## config.mk

```make
export PLATFORM = sky130hd
export DESIGN_NAME = h_buf_pingpong_ctrl
export DESIGN_NICKNAME = d
export VERILOG_FILES = /design/src/rtl/h_calc_pkg.sv /design/src/rtl/h_bank_ram.sv /design/src/rtl/h_buf_pingpong_ctrl.sv
export SDC_FILE = /design/constraint.sdc
export NUM_CORES = 2
export LEC_CHECK = 0
export ABC_CLOCK_PERIOD_IN_PS = 13050
export CAP_MARGIN = 30
export CORE_MARGIN = 2
export CORE_UTILIZATION = 25
export DETAILED_ROUTE_END_ITERATION = 10
export PLACE_DENSITY = 0.38
export REMOVE_ABC_BUFFERS = 1
export SLEW_MARGIN = 20
export SYNTH_ARGS = -nofsm -noshare
export SYNTH_HDL_FRONTEND = slang
export SYNTH_SLANG_ARGS = --single-unit
```

## constraint.sdc

```tcl
create_clock -name clk -period 13.05 [get_ports clk]
set_input_delay 3.915 -clock clk [delete_from_list [all_inputs] [get_ports clk]]
set_output_delay 3.915 -clock clk [all_outputs]
set_load 0.005 [all_outputs]
```

## src/rtl/h_calc_pkg.sv

```systemverilog
// Shared definitions for the H load/compute controller family: FSM state
// encodings, default sizing and the address-width helper.
package h_calc_pkg;

  // Default sizing
  localparam int N_DEF   = 32;
  localparam int DIM_DEF = 4;
  localparam int QW_DEF  = 4;

  // Load FSM encodings
  localparam logic [0:0] L_IDLE = 1'b0;
  localparam logic [0:0] L_LOAD = 1'b1;

  // Calc FSM encodings
  localparam logic [0:0] C_IDLE = 1'b0;
  localparam logic [0:0] C_RUN  = 1'b1;

  // Row/column address width for a DIM x DIM matrix (never narrower than 1 bit)
  function automatic int addr_w(input int dim);
    return (dim <= 2) ? 1 : $clog2(dim);
  endfunction

endpackage

```

## src/rtl/h_bank_ram.sv

```systemverilog
// One DIM x DIM complex H bank: a single synchronous write port and an
// asynchronous (combinational) read port addressed by row/column.
module h_bank_ram
  import h_calc_pkg::*;
#(
  parameter int N   = N_DEF,
  parameter int DIM = DIM_DEF,
  parameter int AW  = addr_w(DIM)
) (
  input  logic                clk,
  input  logic                we_i,
  input  logic [AW-1:0]       wr_row_i,
  input  logic [AW-1:0]       wr_col_i,
  input  logic signed [N-1:0] wr_r_i,
  input  logic signed [N-1:0] wr_i_i,
  input  logic [AW-1:0]       rd_row_i,
  input  logic [AW-1:0]       rd_col_i,
  output logic signed [N-1:0] rd_r_o,
  output logic signed [N-1:0] rd_i_o
);

  logic signed [N-1:0] mem_r_q [DIM][DIM];
  logic signed [N-1:0] mem_i_q [DIM][DIM];

  // Sample write: store one complex element at (row, col)
  // NOTE: the storage array has no reset; its contents are only meaningful
  // after a full load, which the controller's full flags guarantee.
  always_ff @(posedge clk) begin
    if (we_i) begin
      mem_r_q[wr_row_i][wr_col_i] <= wr_r_i;
      mem_i_q[wr_row_i][wr_col_i] <= wr_i_i;
    end
  end

  assign rd_r_o = mem_r_q[rd_row_i][rd_col_i];
  assign rd_i_o = mem_i_q[rd_row_i][rd_col_i];

endmodule

```

## src/rtl/h_buf_pingpong_ctrl.sv

```systemverilog
// Ping-pong H buffer controller: two DIM x DIM complex banks so the next H
// matrix streams in while the Hq engine reads the current one. A load FSM
// fills bank wr_sel, a calc FSM hands bank rd_sel to the engine; per-bank
// full flags order the two and keep them off each other's bank.
// Build option: H_LOAD_COLMAJOR_EN switches the load address order to
// column-major (row advances first). Engine read addressing is unchanged.
module h_buf_pingpong_ctrl
  import h_calc_pkg::*;
#(
  parameter  int N   = N_DEF,
  parameter  int DIM = DIM_DEF,
  parameter  int QW  = QW_DEF,
  localparam int AW  = addr_w(DIM)
) (
  input  logic                clk,
  input  logic                rst,
  input  logic                start_new_q,
  output logic                start_ready,
  input  logic [QW-1:0]       q_index,
  input  logic                h_in_valid,
  output logic                h_in_ready,
  input  logic signed [N-1:0] h_in_r,
  input  logic signed [N-1:0] h_in_i,
  output logic                eng_start,
  output logic [QW-1:0]       eng_q_index,
  input  logic [AW-1:0]       eng_rd_row,
  input  logic [AW-1:0]       eng_rd_col,
  output logic signed [N-1:0] eng_rd_r,
  output logic signed [N-1:0] eng_rd_i,
  input  logic                eng_done,
  output logic                q_calc_done,
  output logic                busy,
  output logic                err_orphan
);

  localparam logic [AW-1:0] LAST_IDX = AW'(DIM - 1);

  logic [0:0]            l_state_q, l_state_d;
  logic [0:0]            c_state_q, c_state_d;
  logic                  wr_sel_q, wr_sel_d;
  logic                  rd_sel_q, rd_sel_d;
  logic [1:0]            full_q, full_d;
  logic [AW-1:0]         row_q, row_d;
  logic [AW-1:0]         col_q, col_d;
  logic [1:0][QW-1:0]    qreg_q, qreg_d;
  logic                  eng_start_q, eng_start_d;
  logic                  calc_done_q, calc_done_d;
  logic                  err_orphan_q, err_orphan_d;
  logic                  ready_en_q;

  logic                  accept;
  logic                  beat;
  logic                  last_beat;
  logic                  calc_free;
  logic signed [N-1:0]   bank_rd_r [2];
  logic signed [N-1:0]   bank_rd_i [2];

  // ready_en_q holds start_ready low through reset and releases it one
  // cycle after reset deasserts, so every output reads 0 while in reset.
  assign start_ready = ready_en_q && (l_state_q == L_IDLE) && !full_q[wr_sel_q];
  assign h_in_ready  = (l_state_q == L_LOAD);
  assign accept      = start_new_q && start_ready;
  assign beat        = h_in_valid && h_in_ready;
  assign last_beat   = beat && (row_q == LAST_IDX) && (col_q == LAST_IDX);

  // Load FSM: capture q on accepted start, then walk the bank address per beat
  // NOTE: every signal assigned here gets a default first so no latch forms.
  always_comb begin
    l_state_d = l_state_q;
    wr_sel_d  = wr_sel_q;
    row_d     = row_q;
    col_d     = col_q;
    qreg_d    = qreg_q;
    unique case (l_state_q)
      L_IDLE: begin
        if (accept) begin
          l_state_d        = L_LOAD;
          row_d            = '0;
          col_d            = '0;
          qreg_d[wr_sel_q] = q_index;
        end
      end
      L_LOAD: begin
        if (last_beat) begin
          l_state_d = L_IDLE;
          wr_sel_d  = ~wr_sel_q;
          row_d     = '0;
          col_d     = '0;
        end else if (beat) begin
`ifdef H_LOAD_COLMAJOR_EN
          if (row_q == LAST_IDX) begin
            row_d = '0;
            col_d = col_q + AW'(1);
          end else begin
            row_d = row_q + AW'(1);
          end
`else
          if (col_q == LAST_IDX) begin
            col_d = '0;
            row_d = row_q + AW'(1);
          end else begin
            col_d = col_q + AW'(1);
          end
`endif
        end
      end
      default: l_state_d = L_IDLE;
    endcase
  end

  // Calc FSM: start the engine on a full bank, release it on eng_done
  always_comb begin
    c_state_d   = c_state_q;
    rd_sel_d    = rd_sel_q;
    eng_start_d = 1'b0;
    calc_done_d = 1'b0;
    calc_free   = 1'b0;
    unique case (c_state_q)
      C_IDLE: begin
        if (full_q[rd_sel_q]) begin
          eng_start_d = 1'b1;
          c_state_d   = C_RUN;
        end
      end
      C_RUN: begin
        if (eng_done) begin
          calc_free   = 1'b1;
          calc_done_d = 1'b1;
          rd_sel_d    = ~rd_sel_q;
          c_state_d   = C_IDLE;
        end
      end
      default: c_state_d = C_IDLE;
    endcase
  end

  // Full flags: a free and a load-complete on opposite banks both apply
  always_comb begin
    full_d = full_q;
    if (calc_free) full_d[rd_sel_q] = 1'b0;
    if (last_beat) full_d[wr_sel_q] = 1'b1;
  end

  // Sticky error: sample offered while the loader is not accepting
  assign err_orphan_d = err_orphan_q || (h_in_valid && !h_in_ready);

  // State registers with synchronous active-high reset
  // NOTE: non-blocking assignments so every register samples pre-edge values.
  always_ff @(posedge clk) begin
    if (rst) begin
      l_state_q    <= L_IDLE;
      c_state_q    <= C_IDLE;
      wr_sel_q     <= 1'b0;
      rd_sel_q     <= 1'b0;
      full_q       <= '0;
      row_q        <= '0;
      col_q        <= '0;
      qreg_q       <= '0;
      eng_start_q  <= 1'b0;
      calc_done_q  <= 1'b0;
      err_orphan_q <= 1'b0;
      ready_en_q   <= 1'b0;
    end else begin
      l_state_q    <= l_state_d;
      c_state_q    <= c_state_d;
      wr_sel_q     <= wr_sel_d;
      rd_sel_q     <= rd_sel_d;
      full_q       <= full_d;
      row_q        <= row_d;
      col_q        <= col_d;
      qreg_q       <= qreg_d;
      eng_start_q  <= eng_start_d;
      calc_done_q  <= calc_done_d;
      err_orphan_q <= err_orphan_d;
      ready_en_q   <= 1'b1;
    end
  end

  // Two banks: writes steered by wr_sel, reads muxed by rd_sel
  for (genvar b = 0; b < 2; b++) begin : g_bank
    h_bank_ram #(
      .N   (N),
      .DIM (DIM),
      .AW  (AW)
    ) u_bank (
      .clk      (clk),
      .we_i     (beat && (wr_sel_q == 1'(b))),
      .wr_row_i (row_q),
      .wr_col_i (col_q),
      .wr_r_i   (h_in_r),
      .wr_i_i   (h_in_i),
      .rd_row_i (eng_rd_row),
      .rd_col_i (eng_rd_col),
      .rd_r_o   (bank_rd_r[b]),
      .rd_i_o   (bank_rd_i[b])
    );
  end

  assign eng_rd_r    = bank_rd_r[rd_sel_q];
  assign eng_rd_i    = bank_rd_i[rd_sel_q];
  assign eng_start   = eng_start_q;
  assign eng_q_index = qreg_q[rd_sel_q];
  assign q_calc_done = calc_done_q;
  assign err_orphan  = err_orphan_q;
  assign busy        = (|full_q) || (l_state_q != L_IDLE) || (c_state_q != C_IDLE);

endmodule

```

==> Implementation_results.wiki <==
{| class="wikitable"
! Metric !! Value
|-
| Run status || completed
|-
| Final critical-path required period || 11.42 ns
|-
| Logic depth of the worst register-to-register path || 4
|-
| Fraction of the core area covered by cells at the end of the flow || 29.87%
|-
| Top cell types by occurrence after synthesis || sky130_fd_sc_hd__edfxtp_1 (2048), sky130_fd_sc_hd__mux4_2 (472), sky130_fd_sc_hd__o22ai_1 (206)
|-
| Core area || 309400 µm²
|-
| Maximum number of pins on one net before global-route repair || 76
|-
| Total global routing overflow || 0
|-
| Post-detailed-route DRC marker count || 0
|-
| Setup-failing EPs final || 0
|-
| Total count of max-transition violations in the final report || 0
|-
| Final cycle utilization of the critical path || 87.53%
|-
| Arrival time of the worst setup path || 7.51 ns
|-
| Post-CTS setup-driven buffer insertion count || 0
|-
| Worst slew margin || 34.50%
|-
| Switching pwr || 2.990 mW
|-
| Worst-path clk slew || 0.05 ns
|-
| Netlist area before placement || 77870 µm²
|-
| Main area contributors after synthesis || sky130_fd_sc_hd__edfxtp_1 (79%), sky130_fd_sc_hd__mux4_2 (14%), sky130_fd_sc_hd__o22ai_1 (1.7%)
|-
| HPWL after detailed placement || 124600 µm
|-
| Internal Pwr Total || 11.08 mW
|-
| Worst-Margin Slew || 0.9825 ns
|-
| Static Leakage || 28.11 nW
|-
| Height of the die || 562.1 µm
|-
| CTS tree || yes
|-
| Cell at the root of the clock tree || sky130_fd_sc_hd__clkbuf_16
|-
| Startpoint of the most critical register-to-register path || h_in_ready
|-
| Path category of the worst min-delay check || reg -> reg
|-
| Number of warnings reported in the yosys synthesis log || 0
|-
| Critical Path End Type || primary output
|-
| CTS Hold Buffers Added || 0
|-
| Drt pass-1 iters || 5
|-
| Most used standard cell by instance count after synthesis || sky130_fd_sc_hd__edfxtp_1
|-
| Synth Register Bits || 2070
|-
| Vias in the first global route || 38580
|-
| Starting density of the core || 25.17%
|-
| Number of cells on the worst hold path || 2
|-
| Count of unique library cells instantiated by Yosys || 43
|-
| Total negative slack for setup checks || 0 ns
|-
| Worst setup SP type || input pin
|-
| Area growth syn-to-layout || 18.69%
|-
| Via Count || 36820
|-
| Launching element of the worst setup path || eng_rd_col[1]
|-
| Portion of synthesized cell area occupied by the leading cell type || 78.98%
|-
| Clock skew after layout || 0.02698 ns
|-
| Longest individual stage delay on the worst path || 0.79 ns
|-
| Final estimated routing congestion in global placement || 0.6989
|-
| Number of non-filler instances in the completed layout || 8031
|-
| Relative contribution of the clock network to total power || 43.8%
|-
| CTS Buf Count || 230
|-
| Sequential share of power || 52.0%
|-
| Number of cells upsized or downsized after cts || 0
|-
| Buffers from clock root to sink, at most || 4
|-
| Clk sink count || 2070
|-
| Destination of the worst register-to-register timing path || g_bank[0].u_bank.mem_i_q[3][108]
|-
| Total of buffers placed on input and output ports || 150
|-
| Final-stage net count || 3806
|-
| Setup repair after global routing missed its margin || false
|-
| Die span in x || 562.1 µm
|-
| Fraction of power consumed by combinational cells || 4.3%
|-
| Share of synthesized area occupied by flip-flops and latches || 79.54%
|-
| # placed instances || 7587
|-
| Per-instance average area after synthesis || 23.24 µm²
|-
| Overall fraction of global-route tracks in use || 14.37%
|-
| H-Tree Level Count || 4
|-
| Area of the die || 316000 µm²
|-
| Cell type contributing the most total cell area after synthesis || sky130_fd_sc_hd__edfxtp_1
|-
| Routed wire per std cell || 28.67 µm
|-
| Violation count after the first detailed-route iteration || 3416
|-
| Switching power share of the total || 21.25%
|-
| Total power divided by cell area || 152.3 nW/µm²
|-
| WS Path Type || in -> out
|-
| Data required time of the critical path || 9.13 ns
|-
| Maxcap violations || 0
|-
| Number of flops mapped to enable cells by yosys || 2048
|-
| I/O pin count || 151
|-
| Post-Syn Instances || 3351
|-
| Worst vdd ir || 98.85 µV
|-
| Via-to-Cell Ratio || 4.584
|-
| Cell row count || 204
|-
| Initial antenna violation count || 24
|-
| CP max stage cell || sky130_fd_sc_hd__nand2b_4
|-
| Total wire length || 230300 µm
|-
| Commonest register cell after synthesis || sky130_fd_sc_hd__edfxtp_1
|-
| Number of hold violations in the final report || 0
|-
| Reg-to-reg slack, setup || 9.54 ns
|-
| Cell Chain, Critical Path || buf_2, nor2b_1, nand2b_4, buf_4, o22ai_1, nor4_1, clkdlybuf4s50_1
|-
| Remaining antenna violation count after routing || 0
|-
| Count of filler cells inserted in the layout || 29980
|-
| Share of async-settable or async-resettable flops after synthesis || 0%
|-
| Later-pin clock latency in the skew report || 0.88 ns
|-
| Start point of the worst min-delay path || qreg_q[5]
|-
| Worst Hold End || qreg_q[5]
|-
| Achievable frequency || 87.55 MHz
|-
| Layout cell share with drive strength beyond 1 || 25.93%
|-
| Wire length of the first global-routing pass || 319400 µm
|-
| Largest fanout on the critical path || 33
|}
==> metal layers <==
layer	vias to the layer above	wire length [µm]	GRT usage [%]
met2	880	106900	22.62
met1	20360	107900	20.62
met4	16	4662	3.215
li1	15260	-	-
met3	303	10730	2.561
met5	-	102	0
==> worst max-delay path by stage <==
stage	depth (start not counted)	slack, ns	end
2_1_floorplan	2	3.65	g_bank[0].u_bank.mem_i_q[0][0]
3_3_place_gp	7	1.53	eng_rd_i[25]
3_5_place_dp	7	1.52	eng_rd_i[12]
4_1_cts	7	1.52	eng_rd_i[12]
5_1_grt	7	1.50	eng_rd_i[12]
6_report	7	1.63	eng_rd_i[12]
==> flip-flops by register name, summed over array words and instances (netlist names) <==
name	count
h_in_ready	1
err_orphan	1
q_calc_done	1
c_state_q	1
g_bank.u_bank.mem_r_q	1024
ready_en_q	1
eng_start	1
full_q	2
row_q	2
qreg_q	8
wr_sel_q	1
g_bank.u_bank.mem_i_q	1024
rd_sel_q	1
col_q	2
==> critical path, delay by kind of cell <==
family / cells / cell delay [ns]
AOI/OAI and AO/OA: 1 / 0.13
buffers and inverters: 3 / 1.56
and+or+nand+nor: 3 / 1.83
==> power groups by stage <==
| stage | sequential, mW | combinational (mW) | clock [mW] |
|---|---|---|---|
| floorplan | 7.46 | 0.212 | 0 |
| global placement | 7.46 | 0.591 | 0 |
| detailed placement | 7.46 | 0.610 | 0 |
| CTS | 7.32 | 0.612 | 6.36 |
| global route | 7.31 | 0.649 | 6.60 |
| finish | 7.32 | 0.600 | 6.16 |
==> cell usage in the layout (no fill, tap or decap), drive strengths merged, types with 15 or more instances in the layout <==
master	synthesis	routed
nor2b	26	26
dfxtp	22	22
a21oi	23	23
nor2	30	30
clkdlybuf4s50	0	129
nand3	34	34
o22ai	206	206
a22o	19	19
buf	137	188
mux2i	65	65
clkbuf	45	297
nand2	27	27
and2	26	26
edfxtp	2048	2048
mux4	472	472
inv	7	15
clkinv	0	99
a211oi	20	20
nor4	48	48
a22oi	16	16
==> per-stage QoR <==
step           hold WS, ns  worst slack [ns]  area [µm²]  power, mW
4_1_cts             0.4615             1.524       92170      14.29
6_report            0.4616             1.628       92420      14.08
3_3_place_gp        0.4409             1.530       84500      8.052
2_1_floorplan       0.4268             3.653       76740      7.669
3_5_place_dp        0.4529             1.524       85160      8.069
5_1_grt             0.4785             1.495       92410      14.56
==> layout make-up <==
type	count	area [µm²]	share of cell area, %
sequential	2070	61940	67.02
multi-input combinational	1092	14940	16.17
clock buffer	294	6060	6.557
antenna	5	12.51	0.01354
inverter	7	31.28	0.03385
tap	4120	5155	5.578
timing repair buffer	320	3318	3.590
clock inverter	123	959.7	1.038
==> cells by family (layout without fill, tap and decap cells) <==
family	after synthesis	after routing	share of synthesized area [%]
DFF	2070	2070	79.54
and+or+nand+nor	233	233	1.647
buffers and inverters	189	744	1.485
xor gates and xnor gates	1	1	0.01125
AOI/OAI and AO/OA	308	308	2.624
other	0	5	0
adders and majority gates	8	8	0.1286
muxes	542	542	14.56
(Power assumes the default switching activity.)
